**config.mk**
```make
export PLATFORM = sky130hd
export DESIGN_NAME = aes_key_schedule_ctrl
export DESIGN_NICKNAME = d
export VERILOG_FILES = /design/src/rtl/aes_key_schedule_ctrl.sv
export SDC_FILE = /design/constraint.sdc
export NUM_CORES = 1
export LEC_CHECK = 0
export CAP_MARGIN = 25
export CELL_PAD_IN_SITES_DETAIL_PLACEMENT = 1
export CELL_PAD_IN_SITES_GLOBAL_PLACEMENT = 2
export CORE_AREA = 5 5 356 358
export DETAILED_ROUTE_END_ITERATION = 16
export DIE_AREA = 0 0 361 363
export PLACE_DENSITY = 0.46
export SETUP_SLACK_MARGIN = 0.5
export SYNTH_ARGS = -nofsm -noshare
export SYNTH_HDL_FRONTEND = slang
export SYNTH_SLANG_ARGS = --single-unit
export TNS_END_PERCENT = 1
```
**constraint.sdc**
```tcl
create_clock -name clk -period 7.9 [get_ports clk]
set_clock_uncertainty 0.15 [all_clocks]
set_input_delay 1.58 -clock clk [delete_from_list [all_inputs] [get_ports clk]]
set_output_delay 1.58 -clock clk [all_outputs]
set_load 0.1 [all_outputs]
```
**src/rtl/aes_key_schedule_ctrl.sv**
```systemverilog
// rtl/aes_key_schedule_ctrl.sv - AES-128 round-key expander sequencing controller
// Optional feature macro: AES_KEY_SCHED_STORE_EN (11-entry round-key buffer with indexed read)
module aes_key_schedule_ctrl #(
  parameter int SBOX_LAT = 1
) (
  input  logic         clk,
  input  logic         rst,
  input  logic         start,
  input  logic [127:0] key_in,
  output logic         busy,
  output logic         done,
  output logic         sbox_req,
  input  logic         sbox_gnt,
  output logic [127:0] sbox_data_out,
  input  logic [127:0] sbox_data_in,
  output logic         exp_phase,
  output logic [127:0] exp_prev_key,
  output logic [3:0]   exp_round_num,
  output logic [127:0] exp_sbox_data,
  input  logic [127:0] exp_new_key,
  input  logic [3:0]   rk_idx,
  output logic [127:0] rk_out
);

  localparam logic [2:0] ST_IDLE     = 3'd0;
  localparam logic [2:0] ST_SUB_REQ  = 3'd1;
  localparam logic [2:0] ST_SUB_WAIT = 3'd2;
  localparam logic [2:0] ST_EXPAND   = 3'd3;
  localparam logic [2:0] ST_DONE     = 3'd4;

  localparam logic [3:0] LAST_ROUND = 4'd10;
  localparam logic [1:0] LAT_INIT   = 2'(SBOX_LAT);

  logic [2:0]   state;
  logic [2:0]   state_nxt;
  logic [3:0]   round;
  logic [127:0] cur_key;
  logic [31:0]  sub_word;
  logic [1:0]   lat_cnt;
  logic [31:0]  rot_word;
  logic         load_key;
  logic         unused_bits;

  // A new expansion is only accepted from IDLE; start elsewhere is dropped.
  assign load_key = (state == ST_IDLE) && start;

  // RotWord of the last word of the current key, presented to the shared S-box.
  assign rot_word = {cur_key[23:0], cur_key[31:24]};

  // Next-state selection for the per-round request / wait / expand sequence.
  always_comb begin
    state_nxt = state;
    case (state)
      ST_IDLE:     if (start) state_nxt = ST_SUB_REQ;
      ST_SUB_REQ:  if (sbox_gnt) state_nxt = ST_SUB_WAIT;
      ST_SUB_WAIT: if (lat_cnt == 2'd1) state_nxt = ST_EXPAND;
      ST_EXPAND:   state_nxt = (round == LAST_ROUND) ? ST_DONE : ST_SUB_REQ;
      ST_DONE:     state_nxt = ST_IDLE;
      default:     state_nxt = ST_IDLE;
    endcase
  end

  // State register; async reset also drops sbox_req immediately.
  always_ff @(posedge clk or posedge rst) begin
    if (rst) begin
      state <= ST_IDLE;
    end else begin
      state <= state_nxt;
    end
  end

  // Round counter, working key, S-box latency counter and substituted word.
  always_ff @(posedge clk or posedge rst) begin
    if (rst) begin
      round    <= 4'd0;
      cur_key  <= '0;
      sub_word <= '0;
      lat_cnt  <= 2'd0;
    end else begin
      case (state)
        ST_IDLE: begin
          if (start) begin
            cur_key <= key_in;
            round   <= 4'd1;
          end
        end
        ST_SUB_REQ: begin
          if (sbox_gnt) lat_cnt <= LAT_INIT;
        end
        ST_SUB_WAIT: begin
          lat_cnt <= lat_cnt - 2'd1;
          // The S-box result is valid in the last wait cycle.
          if (lat_cnt == 2'd1) sub_word <= sbox_data_in[31:0];
        end
        ST_EXPAND: begin
          cur_key <= exp_new_key;
          if (round != LAST_ROUND) round <= round + 4'd1;
        end
        default: begin
        end
      endcase
    end
  end

  assign busy          = (state != ST_IDLE);
  assign done          = (state == ST_DONE);
  assign sbox_req      = (state == ST_SUB_REQ);
  assign sbox_data_out = sbox_req ? {96'b0, rot_word} : '0;
  assign exp_phase     = (state == ST_EXPAND);
  assign exp_prev_key  = cur_key;
  assign exp_round_num = busy ? round : 4'd0;
  assign exp_sbox_data = {96'b0, sub_word};

`ifdef AES_KEY_SCHED_STORE_EN
  logic [127:0] rk [0:10];

  // Round-key buffer: slot 0 takes the cipher key, slot N the key from round N.
  always_ff @(posedge clk or posedge rst) begin
    if (rst) begin
      for (int i = 0; i < 11; i++) rk[i] <= '0;
    end else if (load_key) begin
      rk[0] <= key_in;
    end else if (state == ST_EXPAND) begin
      rk[round] <= exp_new_key;
    end
  end

  // Combinational read; indices past the last round read as zero.
  always_comb begin
    rk_out = '0;
    if (rk_idx <= LAST_ROUND) rk_out = rk[rk_idx];
  end

  assign unused_bits = ^sbox_data_in[127:32];
`else
  // Without the buffer only the most recent key is visible.
  assign rk_out      = cur_key;
  assign unused_bits = ^{sbox_data_in[127:32], rk_idx};
`endif

endmodule

```
Yosys cells after proc, flatten, opt, wreduce, memory -nomap -nowiden
Index checks and enable logic that the tools add are counted.
{"block": "totals", "output_inout_bits": 520, "register_bits": 169, "word_cells": 41, "input_bits": 392}
{"block": "op_classes", "n_eq_ne": 11, "muxes": 14, "add_sub_neg": 2, "reduce_logical": 9}
{"operator": "128-bit one-hot mux with 2 select lines", "count": 1}
{"operator": "128-bit 2-to-1 mux", "count": 1}
{"operator": "32-bit 2-to-1 mux", "count": 1}
{"operator": "3-bit 2-to-1 mux", "count": 4}
{"operator": "4-bit 2-to-1 mux", "count": 3}
{"operator": "3-bit one-hot mux with 4 select lines", "count": 1}
{"operator": "4-bit one-hot mux with 2 select lines", "count": 1}
{"operator": "3-bit by 2-bit == test with 1-bit output, second input constant", "count": 2}
{"operator": "2-bit AND reduction", "count": 3}
{"operator": "3-bit AND reduction", "count": 2}
{"operator": "4-bit by 1-bit adder with 4-bit output, second input constant", "count": 1}
{"operator": "4-bit == test, second input constant", "count": 1}
{"operator": "2-bit by 1-bit != test with 1-bit output, second input constant", "count": 2}
{"operator": "2-bit != test, second input constant", "count": 2}
{"operator": "4-bit != test, second input constant", "count": 1}
{"operator": "2-bit one-hot mux with 2 select lines", "count": 1}
{"operator": "2-bit nonzero test", "count": 2}
{"operator": "3-bit by 1-bit == test with 1-bit output, second input constant", "count": 1}
{"operator": "3-bit == test, second input constant", "count": 1}
{"operator": "3-bit zero test", "count": 1}
{"operator": "3-bit nonzero test", "count": 1}
{"operator": "2-bit by 1-bit == test with 1-bit output, second input constant", "count": 1}
{"operator": "2-bit 2-to-1 mux", "count": 1}
{"operator": "2-bit by 1-bit subtractor with 2-bit output, second input constant", "count": 1}

Longest topological paths before layout
Gate-level depths: netlist of the first run.
{"block": "depth", "ltp_word": 3, "mapped_depth": 7, "depth_no_buf": 5}

Least setup slack after synthesis of the first run
OpenSTA, ideal clock, no wires.
{"block": "synth_path", "path_type": "flip-flop to output port", "startpoint": "reg state[2]", "endpoint": "out done", "arrival_time_ns": 3.083, "slack_ns": 3.087, "required_ns": 6.170, "path_stages_with_launch": 6, "n_path_buf": 3, "cell_sequence": "dfrtp_1 > buf_4 > clkinv_1 > clkbuf_1 > clkbuf_1 > nor3_1"}
{"block": "synth_between", "elab_chain_cells": 1}
{"item": "from (decl)", "line": "34", "source": "logic [2:0] state;"}
{"item": "from (signal assigned)", "line": "68", "source": "state <= state_nxt;"}
{"item": "3-bit == test", "line": "106", "source": "assign done = (state == ST_DONE);"}
{"item": "to (decl)", "line": "11", "source": "output logic done,"}
No other way between the ends.

Final worst setup path of the first run
Ends and elaborated chain as after synthesis.

==> results of run 1 <==
## cells by family (layout without fill, tap and decap cells)
group | after synthesis | in the layout
simple gates | 446 | 446
fa+ha+maj | 3 | 3
mux | 35 | 35
buf+inv | 421 | 674
compound gates | 137 | 137
xor+xnor | 1 | 1
other cells | 1 | 204
flops | 169 | 169
## state kept, by name (all words and copies together) (netlist names)
register and count:
exp_prev_key 128, lat_cnt 2, round 4, state 3, sub_word 32
## worst max-delay path, cell delays in order (launching register included)
cell and delay (ps):
dfrtp_4 900, inv_6 360, nor3_1 360, clkdlybuf4s50_1 1270
## final cells by class
class	instances	share of cell area, %
Antenna cell	12	0.168
Clock buffer	17	2.38
Clock inverter	15	1.17
Inverter	5	0.175
Multi-Input combinational cell	814	25.1
Sequential cell	169	23.7
Tap cell	1637	11.5
Timing Repair Buffer	637	35.8
## stage by stage
step	std cells	hold WS, ps	setup slack (ps)	utilization, %	cell area [um^2]
after global placement	3259	324	2900	13.9	17100
after global routing	3300	368	2340	14.5	17800
after detailed placement	3262	329	3010	14.0	17200
final	3306	342	2670	14.5	17900
after CTS	3294	353	2400	14.5	17800
after floorplan	1404	347	1590	-	11600
## worst paths after layout
path	start	endpoint	slack [ps]	depth (start not counted)
min	sub_word[27]	sub_word[27]	340	1
max reg2reg	state[2]	exp_prev_key[42]	4150	5
min in group asynchronous	rst	exp_prev_key[70]	1350	2
max	state[2]	done	2670	3
min reg2reg	sub_word[27]	sub_word[27]	340	1
max in group asynchronous	rst	exp_prev_key[42]	4930	3
## per-layer routing
metal | GRT usage (%) | part of all wire [%] | up-vias
li1 | - | - | 4667
met1 | 11.2 | 43 | 5198
met2 | 15.2 | 48 | 543
met3 | 2.50 | 6.8 | 48
met4 | 2.93 | 2.0 | 4
met5 | 0 | 0.031 | -
## synthesized netlist by cell type, types with 3 or more instances
library cell | number | area, um^2
buf_4 | 321 | 2410
nor3_1 | 260 | 1300
dfrtp_1 | 169 | 4230
nor2_1 | 130 | 488
o32ai_1 | 128 | 1120
clkbuf_1 | 74 | 278
and2_1 | 33 | 206
mux2_2 | 31 | 349
buf_2 | 9 | 45.0
buf_6 | 9 | 101
nand2_1 | 7 | 26.3
nor2b_1 | 5 | 31.3
inv_1 | 4 | 15.0
o21ai_0 | 4 | 20.0
buf_1 | 3 | 11.3
ha_1 | 3 | 37.5
nand3b_1 | 3 | 22.5
nor3b_1 | 3 | 22.5
==> run_results.csv, run 1 <==
group,metric,value,unit
status,status,"finished clean",
route,drtAntennaViolNets,0,
worst_hold_path,hp-class,"reg -> reg",
timing,tightest_slew,1100,ps
clock_tree,clock_sink_count,169,
layout,final_nets,2039,
timing,final-hold-violation-count,0,
logic_synthesis,yosysUniqueCellTypes,32,
timing,max_freq,191,MHz
logic_synthesis,synth_compound_area_share,10.8,%
clock_tree,postCtsHoldBufs,0,
timing,fin_tns_setup,0,ps
job,cap_violations,0,
clock_tree,cts_tree,"built",
clock_tree,cts_htree_levels,4,
floorplan,die_width,361,um
layout,final_common_cell,"clkdlybuf4s50_1",
clock_tree,root_buffer,"clkbuf_16",
logic_synthesis,syn-cell-area,10800,um^2
clock_tree,postCtsResizedCells,0,
clock_tree,insertion_delay,500,ps
critical_path,cp.arrival,3500,ps
critical_path,end_kind,"primary output",
logic_synthesis,synth_top_family_by_area,"buffers and inverters",
floorplan,coreArea,123000,um^2
logic_synthesis,async_reset_ff_share,100,%
timing,relSlewSlack,26.6,%
logic_synthesis,synth_mux_area_share,3.61,%
logic_synthesis,ys_seq_elements,169,
layout,multi_input_comb_area,4490,um^2
logic_synthesis,avgSynthCellArea,8.94,um^2
clock_tree,cts_setup_buffers,0,
floorplan,die_y,363,um
layout,area_growth,64.7,%
floorplan,initial_core_util,8.82,%
route,wl,62200,um
logic_synthesis,synth_ff_type,"dfrtp_1",
global_routing,grt_pass1_vias,11383,
route,routed_via_density,3.16,
critical_path,cp_max_fo,51,
route,first_pass_iters,4,
floorplan,die-area,131000,um^2
floorplan,boundaryPins,912,
critical_path,required,6170,ps
timing,min_period_over_period,66.2,%
timing,rsz0062_at_grt,"no",
timing,setup_viol,0,
layout,fillCellCount,14479,
critical_path,criticalPathCategory,"reg -> out",
place,place.gp.congestion,0.717,
global_routing,grt_max_degree,129,
clock_tree,clkTransAtPathRegs,90,ps
place,dp_hpwl,45900,um
layout,drive_gt1_share,5.79,%
place,portBuffers,619,
global_routing,antenna_found_initial,12,
logic_synthesis,synth_xor_area_share,0.0808,%
logic_synthesis,yosysWarnings,0,
route,dr.first_iter.drc_count,406,
layout,seqCellArea,4230,um^2
logic_synthesis,postSynthCellCount,1213,
timing,min_period,5230,ps
logic_synthesis,synth-edff-count,0,
route,vias,10460,
logic_synthesis,synthSimpleGateAreaFrac,19.7,%
critical_path,cp-start-kind,"register",
global_routing,grtUsageTotal,9.04,%
route,drcViolationCount,0,
layout,final_cell_mix,"clkdlybuf4s50_1 (612), nor3_1 (260), conb_1 (192)",
clock_tree,cts.path.max_buffers,2,
logic_synthesis,synthAdderAreaFrac,0.346,%
floorplan,rows,129,
route,wl_per_cell,18.8,um
clock_tree,cts_buffers,17,
logic_synthesis,seq_area_frac_synth,39.0,%
global_routing,grt_pass1_wl,86600,um
timing,slew_viol_final,0,
global_routing,grt.overflow.total,0,
Power of run 1 is not shown: default switching activity piles up to over one toggle a cycle in this logic, so the estimate is an artifact.
==> run 2, diff against run 1 <==
==> constraint.sdc (replaced) <==
create_clock -name clk -period 5.5 [get_ports clk]
set_clock_uncertainty 0.15 [all_clocks]
set_input_delay 1.1 -clock clk [delete_from_list [all_inputs] [get_ports clk]]
set_output_delay 1.1 -clock clk [all_outputs]
set_load 0.1 [all_outputs]
==> run 2 against run 1 <==
  * Clock-buffer cell count unchanged
  * Utilization down 0.078 points
  * Die area stayed put
  * Via count is 0.78% lower
  * Register-to-register slack worse by 1900 ps
  * Design area down 0.54%
  * Setup slack worse by 1400 ps
  * Highest routed layer is now met4
==> run_results.csv, run 2 (synthesis results as in run 1) <==
group,metric,value,unit
floorplan,die_y,363,um
layout,largest_reg_flops,128,
worst_hold_path,hp-class,"reg -> reg",
timing,final-hold-violation-count,0,
clock_tree,cts_htree_levels,4,
floorplan,initial_core_util,8.82,%
timing,relSlewSlack,28.4,%
clock_tree,cts.path.max_buffers,2,
clock_tree,clock_sink_count,169,
floorplan,coreArea,123000,um^2
clock_tree,cts_setup_buffers,0,
clock_tree,insertion_delay,500,ps
floorplan,rows,129,
critical_path,cp.arrival,3020,ps
timing,setup_slack,1230,ps
floorplan,die-area,131000,um^2
route,vias,10378,
clock_tree,cts_buffers,17,
route,routed_via_density,3.14,
place,dpl_cell_area,17200,um^2
route,wl_per_cell,19.0,um
layout,drive_gt1_share,8.08,%
layout,final_common_cell,"clkdlybuf4s50_1",
layout,final_cell_mix,"clkdlybuf4s50_1 (578), nor3_1 (259), conb_1 (192)",
critical_path,required,4250,ps
layout,final_nets,2041,
layout,multi_input_comb_area,4500,um^2
critical_path,cp_max_fo,32,
floorplan,die_width,361,um
clock_tree,clkTransAtPathRegs,90,ps
clock_tree,postCtsResizedCells,0,
clock_tree,root_buffer,"clkbuf_16",
layout,design_area,17800,um^2
global_routing,antenna_found_initial,8,
timing,rsz0062_at_grt,"no",
global_routing,grt_pass1_vias,11369,
floorplan,boundaryPins,912,
critical_path,criticalPathCategory,"reg -> out",
place,pre_cts_slack,1700,ps
status,status,"finished clean",
route,wl,62600,um
job,cap_violations,0,
place,dp_hpwl,46800,um
critical_path,crit_chain,"and3b_1, clkdlybuf4s50_1",
global_routing,grt_pass1_wl,87200,um
route,first_pass_iters,4,
clock_tree,postCtsHoldBufs,0,
timing,tightest_slew,1070,ps
layout,seqCellArea,4230,um^2
timing,setup_viol,0,
critical_path,slowest_stage,"clkdlybuf4s50_1",
critical_path,max_stage_delay,1260,ps
clock_tree,cts_tree,"built",
layout,fillCellCount,14452,
place,portBuffers,619,
critical_path,reg2reg_setup_slack,2240,ps
critical_path,cp-start-kind,"register",
place,place.gp.congestion,0.701,
route,drcViolationCount,0,
timing,min_period,4270,ps
critical_path,end_kind,"primary output",
global_routing,grt.overflow.total,0,
global_routing,grtUsageTotal,9.05,%
timing,fin_tns_setup,0,ps
timing,min_period_over_period,77.6,%
layout,finish.utilization,14.4,%
route,dr.first_iter.drc_count,326,
timing,max_freq,234,MHz
layout,area_growth,63.8,%
global_routing,grt_max_degree,108,
timing,slew_viol_final,0,
route,drtAntennaViolNets,0,
run 2: cell count changes in the layout (fill, tap and decap cells not counted), moves of 2 or more:
cell             before  now
buf_2                 2    0
buf_4                18   53
diode_2              12    4
inv_12                3    1
clkdlybuf4s50_1     612  578
clkinv_8              7    4
buf_16                3    1
buf_12                2    7
run 2: per-layer routing:
layer / wire length (um) / global-route usage, % / up-vias
met4: 800 / 2.13 / 0
li1: - / - / 4651
met2: 30900 / 15.6 / 556
met5: 0 / 0 / -
met1: 25800 / 10.8 / 5133
met3: 5090 / 3.26 / 38
run 2: worst paths after layout:
kind                              startpoint                to  cells past startpoint
worst min register to register  sub_word[27]      sub_word[27]                      1
max in group asynchronous                rst  exp_prev_key[12]                      3
worst max-delay path                state[2]         exp_phase                      2
worst max register to register      state[2]   exp_prev_key[1]                      5
min in group asynchronous                rst  exp_prev_key[64]                      2
worst min-delay path            sub_word[27]      sub_word[27]                      1
run 2: cell type report:
class,count,area share [%]
Inverter,5,0.155
Antenna cell,4,0.0563
Clock inverter,15,0.972
Clock buffer,17,2.39
Sequential cell,169,23.8
Tap cell,1637,11.5
Multi-Input combinational cell,814,25.3
Timing Repair Buffer,639,35.7
run 2: worst max-delay path, delay by kind of cell (launching register included):
kind          cells  cell delay [ps]
flops             1              690
simple gates      1              550
buf+inv           1             1260
run 2: per-stage QoR:
stage / instances / hold slack [ps]
floorplan: 1404 / 347
global placement: 3263 / 325
detailed placement: 3264 / 334
CTS: 3296 / 361
global route: 3298 / 389
finish: 3300 / 353
Power of run 2 is left out for the same reason.
